File: src/rtl/ps2_pkg.sv
// rtl/ps2_pkg.sv - shared PS/2 state encoding, timing defaults and frame constants
package ps2_pkg;

  typedef enum logic [2:0] {
    IDLE,
    INHIBIT,
    REQ,
    SHIFT,
    ACK,
    WAITREL
  } ps2_state_t;

  localparam int PS2_INHIBIT_CYC = 2500;
  localparam int PS2_TIMEOUT_CYC = 375000;
  localparam int PS2_FRAME_BITS  = 11;

  function automatic logic odd_parity(input logic [7:0] d);
    return ~^d;
  endfunction

endpackage

File: src/rtl/ps2_sync.sv
// rtl/ps2_sync.sv - 2-FF synchronizer with falling-edge detect for one PS/2 line
module ps2_sync (
  input  logic clock,
  input  logic reset_n,
  input  logic line,
  output logic level,
  output logic fall
);

  logic meta, sync, prev;

  // Reset to the idle-high level so leaving reset never looks like an edge.
  always_ff @(posedge clock) begin
    if (!reset_n) begin
      meta <= 1'b1;
      sync <= 1'b1;
      prev <= 1'b1;
    end else begin
      meta <= line;
      sync <= meta;
      prev <= sync;
    end
  end

  assign level = sync;
  assign fall  = prev & ~sync;

endmodule

File: src/rtl/ps2_tx.sv
// rtl/ps2_tx.sv - PS/2 host-to-device byte transmitter (inhibit, request, shift, ack)
// Optional transfer watchdog enabled by defining PS2_TX_TIMEOUT_EN.
module ps2_tx
  import ps2_pkg::*;
#(
  parameter int INHIBIT_CYC = PS2_INHIBIT_CYC,
  parameter int TIMEOUT_CYC = PS2_TIMEOUT_CYC
) (
  input  logic       clock,
  input  logic       reset_n,
  input  logic       start,
  input  logic [7:0] data,
  input  logic       ps_clock_in,
  input  logic       ps_data_in,
  output logic       ps_clock_oe,
  output logic       ps_data_oe,
  output logic       busy,
  output logic       done,
  output logic       err
);

  localparam int IW = $clog2(INHIBIT_CYC + 1);
  localparam logic [IW-1:0] INH_LAST = IW'(INHIBIT_CYC - 1);
  localparam logic [3:0] LAST_BIT = 4'(PS2_FRAME_BITS - 2);

  ps2_state_t state, state_d;
  logic [IW-1:0] inh_cnt, inh_cnt_d;
  logic [3:0] bit_cnt, bit_cnt_d;
  logic [PS2_FRAME_BITS-2:0] frame, frame_d;
  logic data_oe_q, data_oe_d;
  logic done_d, err_d;
  logic clk_level, clk_fall, dat_level, unused_dat_fall;
  logic timeout;

  ps2_sync u_clk_sync (
    .clock   (clock),
    .reset_n (reset_n),
    .line    (ps_clock_in),
    .level   (clk_level),
    .fall    (clk_fall)
  );

  ps2_sync u_dat_sync (
    .clock   (clock),
    .reset_n (reset_n),
    .line    (ps_data_in),
    .level   (dat_level),
    .fall    (unused_dat_fall)
  );

`ifdef PS2_TX_TIMEOUT_EN
  localparam int WW = $clog2(TIMEOUT_CYC + 1);
  localparam logic [WW-1:0] WD_LAST = WW'(TIMEOUT_CYC - 1);
  logic [WW-1:0] wd_cnt;

  // Zero throughout the inhibit phase, so it reads 0 on the first REQ cycle.
  always_ff @(posedge clock) begin
    if (!reset_n || state == IDLE || state == INHIBIT)
      wd_cnt <= '0;
    else
      wd_cnt <= wd_cnt + 1'b1;
  end

  assign timeout = (state != IDLE) && (state != INHIBIT) && (wd_cnt == WD_LAST);
`else
  logic unused_timeout_cfg;
  assign unused_timeout_cfg = (TIMEOUT_CYC == 0);
  assign timeout = 1'b0;
`endif

  always_ff @(posedge clock) begin
    if (!reset_n) begin
      state     <= IDLE;
      inh_cnt   <= '0;
      bit_cnt   <= '0;
      frame     <= '0;
      data_oe_q <= 1'b0;
      done      <= 1'b0;
      err       <= 1'b0;
    end else begin
      state     <= state_d;
      inh_cnt   <= inh_cnt_d;
      bit_cnt   <= bit_cnt_d;
      frame     <= frame_d;
      data_oe_q <= data_oe_d;
      done      <= done_d;
      err       <= err_d;
    end
  end

  always_comb begin
    state_d     = state;
    inh_cnt_d   = inh_cnt;
    bit_cnt_d   = bit_cnt;
    frame_d     = frame;
    data_oe_d   = data_oe_q;
    done_d      = 1'b0;
    err_d       = err;
    ps_clock_oe = (state == INHIBIT) || (state == REQ);
    ps_data_oe  = data_oe_q;
    busy        = (state != IDLE);

    case (state)
      IDLE: begin
        if (start) begin
          // Frame after the start bit, LSB first: data, parity, stop.
          frame_d   = {1'b1, odd_parity(data), data};
          err_d     = 1'b0;
          inh_cnt_d = '0;
          state_d   = INHIBIT;
        end
      end
      INHIBIT: begin
        if (inh_cnt == INH_LAST) begin
          data_oe_d = 1'b1;
          state_d   = REQ;
        end else begin
          inh_cnt_d = inh_cnt + 1'b1;
        end
      end
      REQ: begin
        bit_cnt_d = '0;
        state_d   = SHIFT;
      end
      SHIFT: begin
        if (clk_fall) begin
          data_oe_d = ~frame[bit_cnt];
          if (bit_cnt == LAST_BIT) begin
            bit_cnt_d = '0;
            state_d   = ACK;
          end else begin
            bit_cnt_d = bit_cnt + 1'b1;
          end
        end
      end
      ACK: begin
        if (clk_fall) begin
          err_d   = dat_level;
          state_d = WAITREL;
        end
      end
      WAITREL: begin
        if (clk_level && dat_level) begin
          done_d  = 1'b1;
          state_d = IDLE;
        end
      end
      default: state_d = IDLE;
    endcase

    if (timeout) begin
      data_oe_d = 1'b0;
      err_d     = 1'b1;
      done_d    = 1'b1;
      state_d   = IDLE;
    end
  end

endmodule
File: config.mk
export PLATFORM = sky130hd
export DESIGN_NAME = ps2_tx
export DESIGN_NICKNAME = d
export VERILOG_FILES = /design/src/rtl/ps2_pkg.sv /design/src/rtl/ps2_sync.sv /design/src/rtl/ps2_tx.sv
export SDC_FILE = /design/constraint.sdc
export NUM_CORES = 1
export LEC_CHECK = 0
export BUFFER_PORTS_ARGS = -buffer_cell sky130_fd_sc_hd__buf_4
export CORE_MARGIN = 3
export CORE_UTILIZATION = 45
export CTS_BUF_LIST = sky130_fd_sc_hd__clkbuf_4
export CTS_CLUSTER_DIAMETER = 100
export DETAILED_ROUTE_END_ITERATION = 10
export GPL_TIMING_DRIVEN = 0
export PLACE_DENSITY = 0.71
export RECOVER_POWER = 50
export SETUP_SLACK_MARGIN = 0.1
export SYNTH_ARGS = -nofsm -noshare
export SYNTH_HDL_FRONTEND = slang
export SYNTH_SLANG_ARGS = --single-unit
File: constraint.sdc
create_clock -name clock -period 3.95 [get_ports clock]
set_input_delay 1.185 -clock clock [delete_from_list [all_inputs] [get_ports clock]]
set_output_delay 1.185 -clock clock [all_outputs]
set_load 0.02 [all_outputs]
==> metrics <==
outcome=completed; DRC Markers=0; CP peak stage delay=0.38 ns; number of global-route vias before repair=1401; Resized cells post-CTS=0; skew final=about 0.022 ns; initial antenna violation count=0; Die X=70.3 um; Max Fanout on Critical Path=10; Mapped Avg Cell Area=a little under 9 um2; slew margin rel.=59.0%; largest family of logic cells by synthesized area=simple AND/OR/NAND/NOR gates; WS Path Type=flop to output pin; distinct cell type count after synthesis=between 40 and 50; ANT cells=0; clock sink count=37; CTS buffer count=5; Setup crit start kind=flop; initial drt markers=~150; CP Buf/Inv Count=2; power density over cell area=445 nW/um2; die area=4940 um2; GPL Wtd Cong=0.841; count leader, synth=dfxtp_1; Top delay family on crit path=buffers and inverters; aggregate routed wire length=3680 um; Synth area leaders=dfxtp_1, a21oi_1, nand2_1; Max Cap Viol=0; Slew Viols, Final=0; Post-CTS Hold Fix Bufs=0; RSZ-0062 raised after global routing=no; clock latency at the later pin of the worst-skew pair=between 0.3 and 0.4 ns; clk root buf=clkbuf_4; final period utilization=68.4%; largest net degree at the start of global routing=12; asr flop ratio synth=0%; EDFF count, synth=0; mux contribution to synthesized area=5.05%; Synth warnings=0; area growth from synthesis to layout=10.7%; simple-gate share of the synthesized area=27.5%; DPL Wire Length=2750 um; Finished Core Util=53.8%; chip height=70.3 um; Worst Path Required=2.76 ns; crit path time final=roughly 2.7 ns; Clock transition at path regs=0.10 ns; Initial Utilization=approximately 49%; Mapped Nets=229; Yosys top cell by area=dfxtp_1; CTS max path bufs=2; # rows=22; Ports=18; Synth top area share=39.9%; Fmax=370 MHz; register area share after synthesis=39.9%; CORE AREA=about 3800 um2; ys flop type=dfxtp_1; post-synthesis xor/xnor area fraction=5.19%; share of post-route cells with drive strength above 1=11.8%; Synth Area in Compound Gates=15.9%; Avg WL per Cell=roughly 13 um; Cells after Synth=213; post-route ant nets=0; port buffer count=17; TritonCTS clock tree=yes; Worst-Margin Slew=~0.61 ns; most common library cells after synthesis=dfxtp_1, nand2_1, a21oi_1, nor2_1, nand2b_1; Hold Crit Class=flop to flop; Worst Slack Setup Final=around 1.2 ns; vias per inst=around 5.4; slowest cell on the critical path=dfxtp_1; cell breakdown of the critical path=buf_1, xnor2_1, nor2_1, buf_4; GRT Residual Overflow=0; htree depth=2; Critical Path AT=between 1.5 and 2 ns; first-pass GRT wire length=6320 um; gr usage total=15.7%; Final Net Count=253; Place WS=1.28 ns; placed cell areas=2050 um2; maximum VDD drop=0.186 mV; vias=1531; Initial DRT Pass Iterations=4; register bit count reported by yosys=37; TNS Setup=0 ns; final hold violations=0; CP Capture Type=output pin; Finish-stage setup viols=0; LEAKAGE=0.715 nW; Post-CTS Setup Bufs=0; final instance area=about 2100 um2; Mapped Area=~1900 um2; Synth Area in Adders=2.02%
-- registers in the layout, summed over array words and instances, names as in the netlist --
register / count
inh_cnt: 12
frame: 10
bit_cnt: 4
state: 3
done: 1
err: 1
ps_data_oe: 1
u_clk_sync.level: 1
u_clk_sync.meta: 1
u_clk_sync.prev: 1
u_dat_sync.level: 1
u_dat_sync.meta: 1
-- power breakdown --
| part | total (W) | switching (W) | leakage, nW | internal [W] |
|---|---|---|---|---|
| logic | 0.000286 | 0.000171 | 0.379 | 0.000115 |
| registers | 0.000431 | 0.0000252 | 0.301 | 0.000406 |
| clock network | 0.000199 | 0.000124 | 0.0354 | 0.0000747 |
| total | 0.000916 | 0.000321 | 0.715 | 0.000596 |
-- logic make-up after synthesis --
group / after synthesis
muxes: 8
and+or+nand+nor: 91
buffers and inverters: 18
xor gates and xnor gates: 11
DFF: 37
AOI/OAI and AO/OA: 45
adders and majority gates: 3
-- per-layer routing --
metal / share of wire, % / vias up / global-route usage (%)
met5: 0 / - / 0
met4: 1.4 / 0 / 5.74
met3: 5.4 / 5 / 4.75
met2: 42 / 29 / 22.6
met1: 51 / 693 / 22.1
li1: - / 804 / -
-- per-stage QoR --
step | instances | hold slack, ns | total power (W)
finish | 286 | 0.418 | 0.000916
global route | 286 | 0.447 | 0.000982
CTS | 286 | 0.422 | 0.000939
detailed placement | 278 | 0.396 | 0.000740
global placement | 278 | 0.397 | 0.000736
floorplan | 213 | 0.386 | 0.000656
-- cells in the final DEF, fill, tap and decap left out, types with 5 or more instances in the layout --
cell / count
nand2b_1: 8
or3_1: 6
clkbuf_4: 6
inv_1: 7
clkbuf_1: 12
nand2_1: 26
dfxtp_1: 37
buf_4: 12
a21oi_1: 20
o31ai_1: 5
nand3_1: 7
mux2i_1: 6
xnor2_1: 7
nor2_1: 15
-- cell type report --
| cell class | count | area, um2 |
|---|---|---|
| multi-input combinational | 158 | 1020 |
| inverter | 7 | 26.3 |
| fill | 379 | 1770 |
| timing repair buffer | 17 | 109 |
| clock inverter | 2 | 10.0 |
| sequential | 37 | 741 |
| buffer | 11 | 50.0 |
| clock buffer | 6 | 45.0 |
| tap | 48 | 60.1 |
-- final timing paths --
check                                   endpoint  cells past startpoint            start  slack (ns)
worst max-delay path                 ps_clock_oe                      4         state[0]        1.25
worst min-delay path            u_clk_sync.level                      1  u_clk_sync.meta        0.42
worst max register to register        inh_cnt[1]                      6       inh_cnt[0]        1.52
worst min register to register  u_clk_sync.level                      1  u_clk_sync.meta        0.42
No activity file was read; power rests on OpenSTA's default activity.
